[src/rtl/tagger_lookup_seq.sv]
// tagger_lookup_seq: partition-tag lookup, scanning PMP-style region entries one per cycle
// through a single shared matcher; the lowest-index hit supplies the patid.
module tagger_patid #(
    parameter int ADDR_LEN    = 48,
    parameter int TAGGER_GRAN = 2
) (
    input  logic [ADDR_LEN-1:0] prev,
    input  logic [ADDR_LEN-1:0] curr,
    input  logic [ADDR_LEN-1:0] addr,
    input  logic [1:0]          mode,
    output logic                match
);
    logic [ADDR_LEN-1:0] gmask, nmask;
    always_comb begin
        gmask = {ADDR_LEN{1'b1}} << TAGGER_GRAN;
        // NAPOT size is encoded by trailing ones: curr^(curr+1) covers them plus the first zero
        nmask = ~(curr ^ (curr + 1'b1)) & gmask;
        match = mode == 2'd1 ? (addr >= prev && addr < curr) :
                mode == 2'd2 ? ((addr ^ curr) & gmask) == '0 :
                mode == 2'd3 ? ((addr ^ curr) & nmask) == '0 : 1'b0;
    end
endmodule

module tagger_lookup_seq #(
    parameter int ADDR_LEN      = 48,
    parameter int MAXPARTITION  = 8,
    parameter int TAGGER_GRAN   = 2,
    parameter int PATID_LEN     = 3,
    parameter int DEFAULT_PATID = 0
) (
    input  logic                            clk_i,
    input  logic                            rst_i,
    input  logic                            cfg_we_i,
    output logic                            cfg_gnt_o,
    input  logic [$clog2(MAXPARTITION)-1:0] cfg_idx_i,
    input  logic [ADDR_LEN-1:0]             cfg_addr_i,
    input  logic [1:0]                      cfg_mode_i,
    input  logic [PATID_LEN-1:0]            cfg_patid_i,
    input  logic                            req_valid_i,
    output logic                            req_ready_o,
    input  logic [ADDR_LEN-1:0]             req_addr_i,
    output logic                            rsp_valid_o,
    input  logic                            rsp_ready_i,
    output logic [PATID_LEN-1:0]            rsp_patid_o,
    output logic                            rsp_hit_o,
    output logic                            busy_o
);
    localparam int IW = $clog2(MAXPARTITION);
    typedef enum logic [1:0] {IDLE, SCAN, RESP} state_t;
    state_t state, state_d;
    logic [IW-1:0] idx;
    logic [ADDR_LEN-1:0] req_addr, prev;
    logic [ADDR_LEN-1:0] addr_q [MAXPARTITION];
    logic [1:0] mode_q [MAXPARTITION];
    logic [PATID_LEN-1:0] patid_q [MAXPARTITION];
    logic match, last, idx_ok;

    assign cfg_gnt_o   = state == IDLE;
    assign req_ready_o = state == IDLE;
    assign rsp_valid_o = state == RESP;
    assign busy_o      = state != IDLE;
    assign last        = {1'b0, idx} == (IW+1)'(MAXPARTITION - 1);
    assign idx_ok      = {1'b0, cfg_idx_i} < (IW+1)'(MAXPARTITION);
    assign prev        = idx == '0 ? '0 : addr_q[idx - 1'b1];

    tagger_patid #(.ADDR_LEN(ADDR_LEN), .TAGGER_GRAN(TAGGER_GRAN)) u_match (
        .prev(prev),
        .curr(addr_q[idx]),
        .addr(req_addr),
        .mode(mode_q[idx]),
        .match(match)
    );

    always_comb begin
        state_d = state == IDLE ? (req_valid_i ? SCAN : IDLE) :
                  state == SCAN ? ((match || last) ? RESP : SCAN) :
                  (rsp_ready_i ? IDLE : RESP);
    end

    always_ff @(posedge clk_i) begin
        if (rst_i) begin
            state       <= IDLE;
            idx         <= '0;
            req_addr    <= '0;
            rsp_patid_o <= '0;
            rsp_hit_o   <= 1'b0;
            for (int i = 0; i < MAXPARTITION; i++) begin
                addr_q[i]  <= '0;
                mode_q[i]  <= 2'd0;
                patid_q[i] <= '0;
            end
        end else begin
            state <= state_d;
            if (cfg_we_i && cfg_gnt_o && idx_ok) begin
                addr_q[cfg_idx_i]  <= cfg_addr_i;
                mode_q[cfg_idx_i]  <= cfg_mode_i;
                patid_q[cfg_idx_i] <= cfg_patid_i;
            end
            if (state == IDLE && req_valid_i) begin
                req_addr <= req_addr_i;
                idx      <= '0;
            end
            if (state == SCAN) begin
                if (match) begin
                    rsp_patid_o <= patid_q[idx];
                    rsp_hit_o   <= 1'b1;
                end else if (last) begin
                    rsp_patid_o <= PATID_LEN'(DEFAULT_PATID);
                    rsp_hit_o   <= 1'b0;
                end else begin
                    idx <= idx + 1'b1;
                end
            end
        end
    end
endmodule

[config.mk]
export PLATFORM = sky130hd
export DESIGN_NAME = tagger_lookup_seq
export DESIGN_NICKNAME = d
export VERILOG_FILES = /design/src/rtl/tagger_lookup_seq.sv
export SDC_FILE = /design/constraint.sdc
export NUM_CORES = 1
export LEC_CHECK = 0
export ABC_CLOCK_PERIOD_IN_PS = 11300
export BUFFER_PORTS_ARGS = -buffer_cell sky130_fd_sc_hd__buf_2
export CAP_MARGIN = 20
export CORE_UTILIZATION = 60
export DETAILED_ROUTE_END_ITERATION = 10
export HOLD_SLACK_MARGIN = 0.06
export PLACE_DENSITY_LB_ADDON = 0.1
export SYNTH_ARGS = -nofsm -noshare
export SYNTH_HDL_FRONTEND = slang
export SYNTH_HIERARCHICAL = 1
export SYNTH_SLANG_ARGS = --single-unit
[constraint.sdc]
create_clock -name clk_i -period 11.3 [get_ports clk_i]
set_input_delay 2.26 -clock clk_i [delete_from_list [all_inputs] [get_ports clk_i]]
set_output_delay 2.26 -clock clk_i [all_outputs]
set_load 0.05 [all_outputs]
==> metrics.md, run 1 <==
| Metric | Value |
|---|---|
| Status | complete, no violations |
| Buffers on Ports | 116 |
| Die area | 0.0459 mm2 |
| Syn-to-layout area delta | 9.81% |
| # hold bufs at CTS | 0 |
| CP max stage delay | 930 ps |
| Layout cells sized above 1 | 25.4% |
| Worst setup SP type | register |
| DPL Wire Length | 42.7 mm |
| CTS Buf Count | 50 |
| Die X | 214 um |
| RSZ-0062 raised after global routing | false |
| Critical path origin | idx[0] |
| R2r startpoint | idx[0] |
| Max Slew Vio Count | 0 |
| Yosys warnings | 6 |
| DRC | 0 |
| Skew final | 19.4 ps |
| Slew @ Worst Pin | 1150 ps |
| Period utilization | 57.1% |
| Mapped Area | 0.0270 mm2 |
| Count leader, synth | edfxtp_1 |
| Most area-hungry cell type in the Yosys netlist | edfxtp_1 |
| Final wirelength | 74.6 mm |
| Crit. End Element | register |
| Leading cell types by count after synthesis | 424 x edfxtp_1, 365 x and2_1, 217 x nand2_1 |
| Antenna Nets Post-Route | 0 |
| Cell Area, Placed | 0.0281 mm2 |
| DRT iter0 DRCs | 1992 |
| Top FF cell, synth | edfxtp_1 |
| Setup WS post-layout | 4850 ps |
| Synth Area per Inst | 13.0 um2 |
| Clk root buf | clkbuf_16 |
| CP dominant cell by count | a21oi_1 |
| Crit path capture | idx[0] |
| Seq/Total Area, Yosys | 51.3% |
| Insertion delay to the later sink of the worst-skew pair | 610 ps |
| Async S/R FF share, synth | 0% |
| Io pins | 117 |
| Worst-path clk slew | 60 ps |
| Number of flops mapped to enable cells by yosys | 424 |
| Via count | 17945 |
| H-Tree Depth | 2 |
| Synth area leaders | edfxtp_1 47%, mux4_2 16%, and2_1 8.4% |
| Initial core utilization | 61.0% |
| Gp weighted congestion | 0.898 |
| Final-report hold violation count | 0 |
| Reg2reg end | idx[0] |
| Slowest CP cell | ha_4 |
| Leakage | 10.9 nW |
| Cells after Synth | 2075 |
| Post-synth top area share | 47.1% |
| Die Y | 214 um |
| Data arrival, critical path | 6880 ps |
| Worst slew margin | 23.3% |
| Final setup vio count | 0 |
| Post-CTS Resized | 0 |
| R2R depth | 19 |
| Crit path max fanout | 54 |
| Number of global-route vias before repair | 18212 |
| Max-Cap Viols | 0 |
| Crit path cell chain | inv_1, ha_4, buf_4, mux4_2, nand2_1, a21oi_1, inv_1, ha_1, a21oi_1, nand2_1, a221oi_1, o211ai_1, a21oi_1, o31ai_1, o211ai_1, o211ai_2, or4b_2, nand3_1, a21oi_1 |
| FMAX | 0.155 GHz |
| Row count | 77 |
| FF+latch count, synth | 481 |
| Final net count | 2347 |
| Area of the core | 0.0443 mm2 |
| Via/cell ratio | 6.47 |
| Grt total ovfl | 0 |
| Total track usage | 33.0% |
| Setup bufs post-CTS | 0 |
| Drt first pass iters | 5 |
| Worst Hold Path Cells | 2 |
| Critical path required time | 11740 ps |
| Final instance area | 0.0297 mm2 |
| Flop2flop setup slack | 4850 ps |
| Setup WS pre-CTS | 4790 ps |
| First-pass GRT wire length | 113 mm |
| Setup TNS | 0 ps |
| Syn Nets | 2283 |
| Number of antenna violations at the first check in global routing | 3 |
| Largest net degree at the start of global routing | 115 |
| CP Class | register to register |
| Placed cells | 2679 |
| Worst VDD drop | 0.157 mV |
| Average wire per standard cell | 26.9 um |
| Fin Hold WS | 484 ps |
| Fin crit period | 6450 ps |
| Count of cell types in the netlist | 74 |
| CTS tree | done |
| Fin cells | 2775 |
| P per Cell Area | 154 mW/mm2 |
| CTS Buffer Depth | 3 |
| CTS Sinks | 481 |
| HP Class | register to register |
where the power goes:
part,internal (mW),switching (mW),leakage [nW]
Combinational,0.362,0.511,5.30
Sequential,2.02,0.0694,4.86
Clock,0.920,0.689,0.770
kinds of logic after synthesis:
kind of cell / count (synthesis) / synth area share [%]
fa+ha+maj: 99 / 4.58
buf+inv: 230 / 3.40
mux: 258 / 18.8
xor+xnor: 2 / 0.0648
compound gates: 235 / 5.33
simple gates: 770 / 16.5
flops: 481 / 51.3
worst max-delay path, delay by kind of cell (launching register included):
kind / cells / cell delay (ps)
fa+ha+maj: 2 / 1270
simple gates: 4 / 1000
mux: 1 / 330
buf+inv: 3 / 1010
flops: 1 / 810
compound gates: 9 / 1840
worst min-delay path by stage:
stage | startpoint | end | slack [ps]
floorplan | req_addr[0] | req_addr[0] | 440
global placement | req_addr[8] | req_addr[8] | 470
detailed placement | req_addr[6] | req_addr[6] | 480
CTS | req_addr[6] | req_addr[6] | 490
global route | req_addr[9] | req_addr[9] | 500
finish | req_addr[47] | req_addr[47] | 480
stage by stage:
stage / util (%) / power [mW]
final: 67.0 / 4.57
after global routing: 67.0 / 4.72
after CTS: 67.0 / 4.57
after detailed placement: 63.5 / 2.99
after global placement: 63.5 / 2.96
after floorplan: - / 2.70
routing by layer:
metal	share of wire, %	track usage (%)	vias up
li1	-	-	7826
met2	48	54.5	856
met4	3.1	11.2	2
met3	8.3	4.62	151
met5	0.017	0	-
met1	40	45.3	9110
final cells by class:
class	instances	area, um2
Clock inverter	16	126
Tap cell	592	741
Fill cell	3263	14600
Sequential cell	481	13900
Multi-Input combinational cell	1364	12300
Clock buffer	76	1440
Timing Repair Buffer	141	793
Inverter	101	379
Antenna cell	4	10.0
flip-flops by register name, indices dropped and copies added (netlist names):
| name | flops |
|---|---|
| addr_q | 384 |
| rsp_patid_o | 3 |
| patid_q | 24 |
| mode_q | 16 |
| rsp_hit_o | 1 |
| idx | 3 |
| req_addr | 48 |
| state | 2 |
placed cells by master (no fill, tap or decap), types with 8 or more instances in the layout:
cell type  synthesis  final
nand2_1          217    217
a21oi_1          134    134
a211oi_1           8      8
o21ai_0           12     12
buf_2             20    116
nand3_1           16     16
clkbuf_1          92     18
or2_4              0      8
mux2i_1           12     12
buf_4              1     23
mux2_2            50     50
nand4_1           18     18
and2_1           365    365
inv_1            100    100
a21o_1            16     16
dfxtp_1           57     54
mux4_2           196    196
clkbuf_16          0     51
ha_1              99     98
nor2_1            26     26
edfxtp_1         424    424
and2_2            60     60
a22oi_1            9      9
Power figures use the tool's default switching activity.
==> inputs of run 2 (changes only) <==
--- a/config.mk
+++ b/config.mk
@@ -5,10 +5,10 @@
 export SDC_FILE = /design/constraint.sdc
 export NUM_CORES = 1
 export LEC_CHECK = 0
-export ABC_CLOCK_PERIOD_IN_PS = 11300
+export ABC_CLOCK_PERIOD_IN_PS = 5250
 export BUFFER_PORTS_ARGS = -buffer_cell sky130_fd_sc_hd__buf_2
 export CAP_MARGIN = 20
-export CORE_UTILIZATION = 60
+export CORE_UTILIZATION = 57
 export DETAILED_ROUTE_END_ITERATION = 10
 export HOLD_SLACK_MARGIN = 0.06
 export PLACE_DENSITY_LB_ADDON = 0.1
==> constraint.sdc (replaced) <==
create_clock -name clk_i -period 5.25 [get_ports clk_i]
set_input_delay 1.05 -clock clk_i [delete_from_list [all_inputs] [get_ports clk_i]]
set_output_delay 1.05 -clock clk_i [all_outputs]
set_load 0.05 [all_outputs]
==> run 2 against run 1 <==
- the run now ends with design-rule violations left
- global-route usage fell by 1.4 points
- first-iteration DRC count fell by 14%
- sequential power rose by 110%
- clock skew barely moved
- highest routed layer unchanged
- maximum frequency rose by 27%
- design area rose by 0.87%
- routed wire length rose by 0.57%
- clock power rose by 120%
- worst setup slack got worse by 4700 ps
- sequential share of layout area fell by 0.40 points
- combinational power rose by 120%
- total power rose by 120%
==> metrics.md, run 2 (same netlist as run 1, synthesis figures left out) <==
| Metric | Value |
|---|---|
| Status | finished, violations left (was complete, no violations) |
| Failing checks | design-rule violations |
| P per Cell Area | 330 mW/mm2 (was 154 mW/mm2) |
| Worst setup SP type | register (unchanged) |
| Average wire per standard cell | 26.7 um (was 26.9 um) |
| Grt total ovfl | 0 (unchanged) |
| Buffers on Ports | 116 (unchanged) |
| Reg2reg end | rsp_patid_o[2] (was idx[0]) |
| Fin crit period | 5060 ps (was 6450 ps) |
| CTS tree | done (unchanged) |
| Die Y | 220 um (was 214 um) |
| Crit. End Element | register (unchanged) |
| Clk root buf | clkbuf_16 (unchanged) |
| Number of flip-flops in the largest register | 384 (unchanged) |
| Most frequent cells in the layout | 424 x edfxtp_1, 365 x and2_1, 217 x nand2_1 (unchanged) |
| DRT iter0 DRCs | 1721 (was 1992) |
| H-Tree Depth | 2 (unchanged) |
| Leakage | 11.1 nW (was 10.9 nW) |
| CP max stage delay | 690 ps (was 930 ps) |
| Layout cells sized above 1 | 26.2% (was 25.4%) |
| Biggest registers after layout | addr_q: 384 flops, req_addr: 48 flops, patid_q: 24 flops (unchanged) |
| CP dominant cell by count | nor4_1 (was a21oi_1) |
| FMAX | 0.198 GHz (was 0.155 GHz) |
| Number of global-route vias before repair | 18095 (was 18212) |
| Worst slew margin | 22.8% (was 23.3%) |
| Reg with most FFs | addr_q (unchanged) |
| Worst VDD drop | 0.273 mV (was 0.157 mV) |
| Final instance area | 0.0300 mm2 (was 0.0297 mm2) |
| CTS Buf Count | 53 (was 50) |
| R2R depth | 15 (was 19) |
| Final net count | 2370 (was 2347) |
| Commonest non-fill, non-tap cell in the layout | edfxtp_1 (unchanged) |
| Via count | 17971 (was 17945) |
| Placed cells | 2712 (was 2679) |
| Drt first pass iters | 9 (was 5) |
| Crit path max fanout | 37 (was 54) |
| Max Slew Vio Count | 0 (unchanged) |
| Max-Cap Viols | 0 (unchanged) |
| ANT cells | 0 (was 4) |
| Slowest CP cell | dfxtp_4 (was ha_4) |
| Final setup vio count | 0 (unchanged) |
| Flop2flop setup slack | 190 ps (was 4850 ps) |
| Period utilization | 96.4% (was 57.1%) |
| R2r startpoint | idx[2] (was idx[0]) |
| Gp weighted congestion | 0.865 (was 0.898) |
| Critical path required time | 5760 ps (was 11740 ps) |
| Final-report hold violation count | 0 (unchanged) |
| CP Class | register to register (unchanged) |
| Die area | 0.0483 mm2 (was 0.0459 mm2) |
| Row count | 79 (was 77) |
| Data arrival, critical path | 5570 ps (was 6880 ps) |
| HP Start | req_addr[0] (was req_addr[47]) |
| Io pins | 117 (unchanged) |
| Initial core utilization | 58.0% (was 61.0%) |
| Total track usage | 31.6% (was 33.0%) |
| Area of the core | 0.0467 mm2 (was 0.0443 mm2) |
| Fin cells | 2812 (was 2775) |
| First-pass GRT wire length | 111 mm (was 113 mm) |
| RSZ-0062 raised after global routing | false (unchanged) |
| DPL Wire Length | 44.7 mm (was 42.7 mm) |
| Setup TNS | 0 ps (unchanged) |
| Slew @ Worst Pin | 1160 ps (was 1150 ps) |
| DRC | 18 (was 0) |
| WHS Endpoint | req_addr[0] (was req_addr[47]) |
| Worst-path clk slew | 60 ps (about the same) |
| CTS Buffer Depth | 3 (unchanged) |
| Number of antenna violations at the first check in global routing | 2 (was 3) |
| Worst Hold Path Cells | 2 (unchanged) |
| HP Class | register to register (unchanged) |
| CTS Sinks | 481 (unchanged) |
| Skew final | 19.5 ps (was 19.4 ps) |
| Via/cell ratio | 6.39 (was 6.47) |
| Cell Area, Placed | 0.0283 mm2 (was 0.0281 mm2) |
| Setup bufs post-CTS | 0 (unchanged) |
| Syn-to-layout area delta | 10.8% (was 9.81%) |
| Insertion delay to the later sink of the worst-skew pair | 610 ps (about the same) |
| Crit path cell chain | buf_4, mux2_2, inv_1, ha_1, a31oi_1, a2111oi_0, o221ai_1, nor4_1, nand4_1, nor4_1, nand3_1, o211ai_2, or2_2, a21oi_1, a32o_1 (was inv_1, ha_4, buf_4, mux4_2, nand2_1, a21oi_1, inv_1, ha_1, a21oi_1, nand2_1, a221oi_1, o211ai_1, a21oi_1, o31ai_1, o211ai_1, o211ai_2, or4b_2, nand3_1, a21oi_1) |
| Die X | 220 um (was 214 um) |
| Antenna Nets Post-Route | 0 (unchanged) |
| Largest net degree at the start of global routing | 100 (was 115) |
| Final wirelength | 75.0 mm (was 74.6 mm) |
==> run 2: changes by cell type in the layout (fill, tap and decap cells not counted), moves of 2 or more <==
cell / delta
clkinv_1: +7
diode_2: -4
clkbuf_16: +3
clkbuf_1: -4
buf_16: +2
clkbuf_8: -5
clkinvlp_4: +2
buf_4: +17
clkinv_8: +2
==> run 2: how the worst max path moves through the flow <==
| stage | from | to | slack (ps) | cells past startpoint |
|---|---|---|---|---|
| finish | idx[2] | rsp_patid_o[2] | 190 | 15 |
| global route | idx[1] | rsp_patid_o[2] | 30 | 19 |
| CTS | idx[1] | rsp_patid_o[2] | 190 | 16 |
| detailed placement | idx[1] | rsp_patid_o[2] | 200 | 16 |
| global placement | idx[1] | rsp_patid_o[2] | 240 | 16 |
| floorplan | idx[1] | idx[2] | 40 | 25 |
==> run 2: critical path: cells and delay by family (launching register included) <==
| kind | cells | cell delay [ps] |
|---|---|---|
| AOI/OAI and AO/OA | 6 | 1690 |
| and+or+nand+nor | 5 | 1190 |
| buffers and inverters | 2 | 750 |
| DFF | 1 | 690 |
| muxes | 1 | 410 |
| adders and majority gates | 1 | 220 |
==> run 2: area by class of cell <==
cell class / count / area [um2]
clock inverter: 29 / 195
timing repair buffer: 161 / 1000
fill: 3544 / 16700
multi-input combinational: 1364 / 12300
sequential: 481 / 13900
tap: 607 / 759
clock buffer: 69 / 1410
inverter: 101 / 379
==> run 2: through the flow <==
stage / utilization [%] / setup WS [ps] / hold slack [ps] / power, mW
6_report: 64.2 / 190 / 484 / 9.90
5_1_grt: 64.2 / 29.4 / 504 / 10.2
4_1_cts: 64.1 / 186 / 485 / 9.90
3_5_place_dp: 60.6 / 200 / 476 / 6.46
3_3_place_gp: 60.6 / 242 / 468 / 6.42
2_1_floorplan: - / 39.4 / 444 / 5.81
==> run 2: where the power goes <==
part,internal [mW],switching [mW],leakage (nW)
combinational,0.813,1.13,5.42
clock,1.94,1.55,0.779
sequential,4.35,0.119,4.86
total,7.10,2.80,11.1
==> run 2: routing by layer <==
layer / global-route usage (%) / routed length [um] / vias up / part of all wire, %
met5: 0 / 22 / - / 0.029
met4: 12.7 / 2770 / 4 / 3.7
met1: 41.6 / 29700 / 9070 / 40
li1: - / - / 7883 / -
met2: 51.9 / 36200 / 832 / 48
met3: 5.74 / 6370 / 182 / 8.5
==> run 2: what timing repair did <==
action                     in CTS  in global routing
gates resized for setup         0                  2
hold buffers                    0                  0
setup endpoints to repair       0                  7
